File: src/rtl/cpu_pkg.sv
// Shared definitions for the 8-bit CPU: opcodes, memory/writeback stage states,
// flag bit positions and small opcode-classification helpers.
package cpu_pkg;

    // Opcode encoding, shared with the ALU mode field.
    localparam logic [3:0] OP_NOP     = 4'h0;
    localparam logic [3:0] OP_ADD     = 4'h1;
    localparam logic [3:0] OP_SUB     = 4'h2;
    localparam logic [3:0] OP_NAND    = 4'h3;
    localparam logic [3:0] OP_SHL     = 4'h4;
    localparam logic [3:0] OP_SHR     = 4'h5;
    localparam logic [3:0] OP_OUT     = 4'h6;
    localparam logic [3:0] OP_IN      = 4'h7;
    localparam logic [3:0] OP_MOVE    = 4'h8;
    localparam logic [3:0] OP_LOAD    = 4'hD;
    localparam logic [3:0] OP_STORE   = 4'hE;
    localparam logic [3:0] OP_LOADIMM = 4'hF;

    // Memory/writeback stage states.
    typedef enum logic [1:0] {
        ST_IDLE = 2'd0,
        ST_MEM  = 2'd1,
        ST_WB   = 2'd2
    } mw_state_e;

    // Flag register bit positions.
    localparam int ZN_Z = 1;
    localparam int ZN_N = 0;

    // Opcodes whose ALU result goes straight to the register file.
    function automatic logic is_reg_write(input logic [3:0] op);
        return (op == OP_ADD)  || (op == OP_SUB)  || (op == OP_NAND) ||
               (op == OP_SHL)  || (op == OP_SHR)  || (op == OP_IN)   ||
               (op == OP_MOVE) || (op == OP_LOADIMM);
    endfunction

    // Opcodes that update both Z and N.
    function automatic logic writes_zn_both(input logic [3:0] op);
        return (op == OP_ADD) || (op == OP_SUB) || (op == OP_NAND);
    endfunction

    // Shifts update only the Z/carry bit.
    function automatic logic writes_z_only(input logic [3:0] op);
        return (op == OP_SHL) || (op == OP_SHR);
    endfunction

    // State entered right after accepting an instruction with this opcode.
    function automatic mw_state_e route_op(input logic [3:0] op);
        if ((op == OP_LOAD) || (op == OP_STORE)) begin
            return ST_MEM;
        end else if (is_reg_write(op) || (op == OP_OUT)) begin
            return ST_WB;
        end else begin
            return ST_IDLE;
        end
    endfunction

endpackage

File: src/rtl/mem_wb_stage.sv
// Memory / writeback stage. Latches the EX result and then performs either a
// data-memory access, an output-port write or a register-file writeback.
// Holds the architectural ZN flags, the output port and a sticky timeout error.
//
// Handshake: an instruction transfers from EX on a rising edge where
// ex_valid && ex_ready; ex_* inputs are sampled only at that edge. ex_ready is
// low only while a memory access is outstanding, and a transfer during the WB
// cycle chains straight into the next instruction with no bubble.
module mem_wb_stage
    import cpu_pkg::*;
#(
    parameter int DW          = 8,
    parameter int RW          = 2,
    parameter int MEM_TIMEOUT = 15
) (
    input  logic          clk,
    input  logic          rst,
    input  logic          ex_valid,
    output logic          ex_ready,
    input  logic [3:0]    ex_opcode,
    input  logic [DW-1:0] ex_result,
    input  logic [1:0]    ex_zn,
    input  logic [RW-1:0] ex_rd,
    input  logic [DW-1:0] ex_addr,
    output logic          mem_req,
    output logic          mem_we,
    output logic [DW-1:0] mem_addr,
    output logic [DW-1:0] mem_wdata,
    input  logic [DW-1:0] mem_rdata,
    input  logic          mem_ack,
    output logic          wb_en,
    output logic [RW-1:0] wb_rd,
    output logic [DW-1:0] wb_data,
    output logic [1:0]    zn,
    output logic [DW-1:0] out_port,
    output logic          out_strobe,
    output logic          mem_err
);

    // Last counter value before giving up; the counter is 0 in the first MEM cycle.
    localparam logic [7:0] TO_LAST = 8'(MEM_TIMEOUT - 1);

    mw_state_e     state_q, state_d;
    logic [3:0]    op_q, op_d;
    logic [DW-1:0] result_q, result_d;
    logic [1:0]    zn_in_q, zn_in_d;
    logic [RW-1:0] rd_q, rd_d;
    logic [DW-1:0] addr_q, addr_d;
    logic [DW-1:0] load_q, load_d;
    logic [7:0]    cnt_q, cnt_d;
    logic          err_q, err_d;
    logic [1:0]    zn_q, zn_d;
    logic [DW-1:0] out_port_q, out_port_d;

    logic accept;
    logic in_wb;
    logic in_mem;

    assign in_wb    = (state_q == ST_WB);
    assign in_mem   = (state_q == ST_MEM);
    assign ex_ready = !in_mem;
    assign accept   = ex_valid && ex_ready;

    // Next-state, latch, timeout and architectural-register update logic.
    always_comb begin
        state_d    = state_q;
        op_d       = op_q;
        result_d   = result_q;
        zn_in_d    = zn_in_q;
        rd_d       = rd_q;
        addr_d     = addr_q;
        load_d     = load_q;
        cnt_d      = cnt_q;
        err_d      = err_q;
        zn_d       = zn_q;
        out_port_d = out_port_q;

        case (state_q)
            ST_IDLE: begin
                state_d = ST_IDLE;
            end
            ST_MEM: begin
                cnt_d = cnt_q + 8'd1;
                if (mem_ack) begin
                    // An ack on the final allowed cycle still completes normally.
                    cnt_d = 8'd0;
                    if (op_q == OP_LOAD) begin
                        load_d  = mem_rdata;
                        state_d = ST_WB;
                    end else begin
                        state_d = ST_IDLE;
                    end
                end else if (cnt_q == TO_LAST) begin
                    cnt_d   = 8'd0;
                    err_d   = 1'b1;
                    state_d = ST_IDLE;
                end
            end
            ST_WB: begin
                if (writes_zn_both(op_q)) begin
                    zn_d = zn_in_q;
                end else if (writes_z_only(op_q)) begin
                    zn_d[ZN_Z] = zn_in_q[ZN_Z];
                end
                if (op_q == OP_OUT) begin
                    out_port_d = result_q;
                end
                state_d = ST_IDLE;
            end
            default: begin
                state_d = ST_IDLE;
            end
        endcase

        // A new instruction can arrive in IDLE or WB; it overrides the default route.
        if (accept) begin
            op_d     = ex_opcode;
            result_d = ex_result;
            zn_in_d  = ex_zn;
            rd_d     = ex_rd;
            addr_d   = ex_addr;
            cnt_d    = 8'd0;
            state_d  = route_op(ex_opcode);
        end
    end

    // State and datapath registers with synchronous reset.
    always_ff @(posedge clk) begin
        if (rst) begin
            state_q    <= ST_IDLE;
            op_q       <= OP_NOP;
            result_q   <= '0;
            zn_in_q    <= '0;
            rd_q       <= '0;
            addr_q     <= '0;
            load_q     <= '0;
            cnt_q      <= '0;
            err_q      <= 1'b0;
            zn_q       <= '0;
            out_port_q <= '0;
        end else begin
            state_q    <= state_d;
            op_q       <= op_d;
            result_q   <= result_d;
            zn_in_q    <= zn_in_d;
            rd_q       <= rd_d;
            addr_q     <= addr_d;
            load_q     <= load_d;
            cnt_q      <= cnt_d;
            err_q      <= err_d;
            zn_q       <= zn_d;
            out_port_q <= out_port_d;
        end
    end

    // Output decode: memory signals only in MEM, pulses only in WB.
    always_comb begin
        mem_req    = in_mem;
        mem_we     = in_mem && (op_q == OP_STORE);
        mem_addr   = in_mem ? addr_q : '0;
        mem_wdata  = (in_mem && (op_q == OP_STORE)) ? result_q : '0;
        wb_en      = in_wb && (is_reg_write(op_q) || (op_q == OP_LOAD));
        wb_rd      = wb_en ? rd_q : '0;
        wb_data    = '0;
        if (wb_en) begin
            wb_data = (op_q == OP_LOAD) ? load_q : result_q;
        end
        out_strobe = in_wb && (op_q == OP_OUT);
        zn         = zn_q;
        out_port   = out_port_q;
        mem_err    = err_q;
    end

endmodule

File: config.mk
export PLATFORM = sky130hd
export DESIGN_NAME = mem_wb_stage
export DESIGN_NICKNAME = d
export VERILOG_FILES = /design/src/rtl/cpu_pkg.sv /design/src/rtl/mem_wb_stage.sv
export SDC_FILE = /design/constraint.sdc
export NUM_CORES = 1
export LEC_CHECK = 0
export ABC_AREA = 1
export CORE_ASPECT_RATIO = 1.25
export CORE_MARGIN = 2
export CORE_UTILIZATION = 39
export DETAILED_ROUTE_END_ITERATION = 12
export PLACE_DENSITY = 0.67
export SLEW_MARGIN = 25
export SYNTH_ARGS = -nofsm -noshare
export SYNTH_HDL_FRONTEND = slang
export SYNTH_SLANG_ARGS = --single-unit
export TNS_END_PERCENT = 100
File: constraint.sdc
create_clock -name clk -period 1.9 [get_ports clk]
set_clock_uncertainty 0.05 [all_clocks]
set_input_delay 0.38 -clock clk [delete_from_list [all_inputs] [get_ports clk]]
set_output_delay 0.38 -clock clk [all_outputs]
set_load 0.01 [all_outputs]
## Word-level counts from Yosys, hierarchy flattened

Cells that the tools add are included.

- Bits in registers: 53
- Latch bits: 0
- RAM bits: 0
- Memory bits (read-only): 0
- Output and inout port bits: 42
- Memories kept: 0

- $add $sub $neg: 1
- $mul: 0
- Divide/modulo/power cells: 0
- Magnitude comparators: 0
- Eq/ne operators: 26
- Shift operators: 0
- Muxes and demuxes: 16
- Bitwise gates (word level): 1
- Reductions and logical operators: 30

Operators by type and width:

| kind | count |
|---|---|
| $mux W8 | 6 |
| $eq A4 B3 Y1 const B | 8 |
| $eq A4 B4 Y1 const B | 8 |
| $logic_or A1 B1 Y1 | 18 |
| $eq A4 B2 Y1 const B | 4 |
| $mux W2 | 8 |
| $add A8 B1 Y8 const B | 1 |
| $eq A4 B1 Y1 const B | 2 |
| $eq A8 B4 Y1 const B | 1 |
| $reduce_and A2 Y1 | 3 |
| $reduce_and A3 Y1 | 2 |
| $logic_and A1 B1 Y1 | 4 |
| $ne A4 B3 Y1 const B | 1 |
| $eq A2 B1 Y1 const B | 1 |
| $eq A2 B2 Y1 const B | 1 |
| $mux W1 | 2 |
| $reduce_bool A2 Y1 | 1 |
| $reduce_or A2 Y1 | 1 |
| $logic_not A1 Y1 | 1 |
| $not A1 Y1 | 1 |

## Depth between registers and ports, before layout

- Word-level depth: 12
- Gate-level depth with buffers: 8
- Gate-level depth less buffers: 8

## Least setup slack after synthesis

No wires, ideal clock.

- Path type: reg-to-output
- Start point: register state_q[1]
- End point: output wb_data[0]
- Arrival time: 1114 ps
- Required time: 1470 ps
- Slack: 356 ps
- Cell stages (with the launch flop): 6
- Buffers on the path: 1
- Cell sequence: dfxtp_1 -> nand2_2 -> a31oi_1 -> nand2_1 -> buf_2 -> a21oi_1

- Cells in the longest elaborated chain, start to end: 3

Ends and longest elaborated chain:

| element | line | RTL |
|---|---|---|
| start: declaration | mem_wb_stage.sv:43 | `mw_state_e state_q, state_d;` |
| start signal: assignment | mem_wb_stage.sv:142 | `state_q <= state_d;` |
| $eq A2 B2 Y1 | mem_wb_stage.sv:59 | `assign in_wb = (state_q == ST_WB);` |
| $logic_and A1 B1 Y1 | mem_wb_stage.sv:162 | `wb_en = in_wb && (is_reg_write(op_q) \|\| (op_q == OP_LOAD));` |
| $mux W8 | mem_wb_stage.sv:165 | `if (wb_en) begin` |
| end: declaration | mem_wb_stage.sv:33 | `output logic [DW-1:0] wb_data,` |

No other way between the ends.

## Final worst setup path

- Start point: register op_q[0]
- End point: output wb_data[7]

- Cells in the longest elaborated chain, start to end: 11
- Elaborated cells between the ends (all ways): 20
- Those cells by class: eq/ne: 9; mux: 2; reduce/logical: 9

Ends and longest elaborated chain:

| element | line | RTL |
|---|---|---|
| start: declaration | mem_wb_stage.sv:44 | `logic [3:0] op_q, op_d;` |
| start signal: assignment | mem_wb_stage.sv:143 | `op_q <= op_d;` |
| $eq A4 B1 Y1 / $eq A4 B2 Y1 (equally long branches) | cpu_pkg.sv:32 | `return (op == OP_ADD) \|\| (op == OP_SUB) \|\| (op == OP_NAND) \|\|` |
| $logic_or A1 B1 Y1 (3 in series) | cpu_pkg.sv:32 |  |
| $logic_or A1 B1 Y1 (3 in series) | cpu_pkg.sv:33 | `(op == OP_SHL) \|\| (op == OP_SHR) \|\| (op == OP_IN) \|\|` |
| $logic_or A1 B1 Y1 | cpu_pkg.sv:34 | `(op == OP_MOVE) \|\| (op == OP_LOADIMM);` |
| $logic_or A1 B1 Y1 | mem_wb_stage.sv:162 |  |
| $logic_and A1 B1 Y1 | mem_wb_stage.sv:162 |  |
| $mux W8 (*) | mem_wb_stage.sv:165 |  |

Mark *: on every way between the ends. The rest lies on a longest branch, timed or not.

==> out/qor.yml <==
run_status: "finished with violations"
violations: "setup timing"
netlist_area_mm2: 0.00243
synth_cell_types: 32
vdd_drop_max_v: 0.000364
final.setup.tns_ps: -185
finalHoldViolCount: 0
synthAdderAreaFrac: 0.0103
path_clk_slew_ps: 90
cts_hold_buffers: 0
start_util: 0.400
h-tree-depth: 2
drcViolationCount: 0
worst_slack_ps: -66.6
relSlewSlack: 0.747
clock-root-buffer: "clkbuf_8"
antenna_found_initial: 0
diodes: 0
setup_viol: 5
finalCriticalPeriod_ps: 1970
reg2reg_depth: 9
fp.dieH_um: 92.3
clkLatencyLatePin_ps: 300
swShare: 0.237
cp.arrival_ps: 1540
cp.required_ps: 1470
hp-start: "addr_q[0]"
fin_cells: 520
grt_setup_unrepaired: "yes"
synth-seq-cells: 53
pwr-share-clk: 0.342
synthTopCellsByArea: "dfxtp_1 (44%), a21oi_1 (9.7%), o21ai_0 (8.0%)"
grt_max_degree: 44
synth_compound_area_frac: 0.206
cp_cell_sequence: "inv_4 -> nand2_4 -> xor2_1 -> nand2_1 -> nand2_4 -> buf_6 -> a21oi_2 -> buf_2"
finalPower_w: 0.00229
drive_gt1_frac: 0.218
routed_wl_um: 6310
final-max-slew-violation-count: 0
max_slew.worst_pin.slew_ps: 379
avgRoutedWirePerCell_um: 12.1
gp_routability_congestion: 0.839
dp_hpwl_um: 4480
drt_iter0_markers: 70
fmax_mhz: 509
power_frac_comb: 0.143
r2r_end: "op_q[2]"
reg2reg_slack_ps: 280
drtAntennaViolNets: 0
vias: 2462
critPathKind: "register to output pin"
first_pass_iters: 4
hold_depth: 2
crit_buf_inv: 3
switchingPower_w: 0.000542
overflow: 0
ys_seq_area_frac: 0.436
postSynthCellCount: 338
fin_util: 0.587
synthToLayoutAreaGrowth_pct: 46.7
period_share: 1.04
cp_slowest_cell: "dfxtp_2"
worstReg2RegStart: "state_q[0]"
grtUsageTotal: 0.188
cp_max_fo: 8
grt_pass1_wl_um: 10200
port_buffers: 77
synth_top_area_cell: "dfxtp_1"
max_cap_violations: 0
numClockSinks: 53
synth-xor-area-share: 0.00360
final_net_count: 472
hp-class: "register to register"
cts_tree: "built"
dp.cells: 506
start_kind: "register"
cp-end-kind: "output pin"
hold-path-endpoint: "addr_q[0]"
cts_buffers: 5
slowest_delay_ps: 350
grt_pass1_vias: 2314
p_leak_nw: 1.48
routed_via_density: 4.73
yosysWarnings: 0
synth.net_count: 376
synth_top_family_by_area: "simple AND/OR/NAND/NOR gates"
cts_buffer_depth: 2
synthMuxAreaShare: 0
power_density_mw_per_mm2: 640
core-area_mm2: 0.00609
syn_avg_cell_area_um2: 7.20
ios: 78
die_x_um: 74.7
dieArea_mm2: 0.00690
path_delay_family: "buffers and inverters"
synth.top_cell.area_share: 0.436
cp_common_cell: "nand2_4"
yosys.area_share.simple: 0.236
p_seq_frac: 0.515
p_int_w: 0.00174
row_count: 32
## flip-flops by register name, indices dropped and copies added (netlist names)
register  flops
mem_err       1
cnt_q         8
out_port      8
rd_q          2
zn_in_q       2
addr_q        8
load_q        8
result_q      8
zn            2
op_q          4
state_q       2
## final cells by class
type | count | area (um^2)
Clock buffer | 7 | 86.3
Fill cell | 627 | 2510
Tap cell | 85 | 106
Multi-Input combinational cell | 227 | 1220
Timing Repair Buffer | 100 | 867
Clock inverter | 1 | 30.0
Sequential cell | 53 | 1070
Inverter | 47 | 194
## worst min-delay path, delay by kind of cell, from the launching register on
| family | cells | cell delay [ps] |
|---|---|---|
| DFF | 1 | 310 |
| buffers and inverters | 1 | 60 |
| AOI/OAI and AO/OA | 1 | 50 |
## cells in the mapped netlist
cell type / n
a21oi_1: 47
a21oi_2: 1
a31oi_1: 2
buf_1: 1
buf_12: 1
buf_2: 4
buf_6: 2
clkbuf_1: 2
clkbuf_4: 1
clkinv_2: 1
clkinv_4: 1
dfxtp_1: 53
ha_1: 2
inv_1: 41
inv_2: 4
nand2_1: 50
nand2_2: 3
nand2_4: 1
nand3_1: 13
nand3_4: 1
nand4_1: 2
nor2_1: 50
nor2_2: 3
nor2_4: 1
nor2_8: 2
nor3_1: 1
o211ai_1: 1
o21ai_0: 39
o21ai_1: 5
o21ai_2: 1
o21bai_1: 1
xor2_1: 1
## logic make-up (layout without fill, tap and decap cells)
kind of cell / after synthesis / count (layout)
flip-flops: 53 / 53
AND/OR/NAND/NOR: 127 / 127
adder cells (fa/ha/maj): 2 / 2
XOR/XNOR: 1 / 1
AO/OA/AOI/OAI: 97 / 97
buffers and inverters: 58 / 155
## power by group through the flow
stage	Combinational, W	Clock [W]	Sequential (W)
5_1_grt	0.000364	0.000844	0.00118
3_3_place_gp	0.000294	0	0.00120
6_report	0.000328	0.000781	0.00118
2_1_floorplan	0.000147	0	0.00119
3_5_place_dp	0.000298	0	0.00120
4_1_cts	0.000306	0.000806	0.00117
## metrics by stage
stage | instance area (um^2) | worst slack (ps) | hold slack, ps
2_1_floorplan | 2430 | 356 | 379
3_3_place_gp | 3380 | -80.7 | 389
3_5_place_dp | 3380 | -151 | 394
4_1_cts | 3460 | -88.7 | 407
5_1_grt | 3570 | -141 | 424
6_report | 3570 | -66.6 | 404
## routing by layer
| layer | routed length [um] | track usage | up-vias |
|---|---|---|---|
| li1 | - | - | 1278 |
| met1 | 2660 | 0.219 | 1127 |
| met2 | 3330 | 0.353 | 52 |
| met3 | 278 | 0.0283 | 5 |
| met4 | 48 | 0.0402 | 0 |
| met5 | 0 | 0 | - |
## repair_timing
action                                 in CTS  in global routing
pin swaps                                   1                  7
endpoints found under the hold margin       0                  0
resized for setup                          99                 42
cloned                                      0                  1
setup endpoints to repair                  31                 21
buffers inserted                            4                  2
## layout by cell type (no fill, tap or decap), drive strengths merged, types with 3 or more instances in the layout
cell	n
nor2	56
nand2	54
dfxtp	53
a21oi	48
clkdlybuf4s50	46
o21ai	45
inv	45
buf	41
nand3	14
clkbuf	10
dlygate4sd2	7
clkdlybuf4s15	3
## how the worst max path moves through the flow
| stage | from | endpoint | slack [ps] | cells past startpoint |
|---|---|---|---|---|
| 6_report | op_q[0] | wb_data[7] | -70 | 8 |
| 5_1_grt | op_q[0] | wb_data[1] | -140 | 8 |
| 4_1_cts | op_q[0] | wb_data[3] | -90 | 8 |
| 3_3_place_gp | op_q[0] | wb_data[1] | -80 | 8 |
| 3_5_place_dp | op_q[0] | wb_data[3] | -150 | 8 |
| 2_1_floorplan | state_q[1] | wb_data[0] | 360 | 5 |
Power figures use the tool's default switching activity.
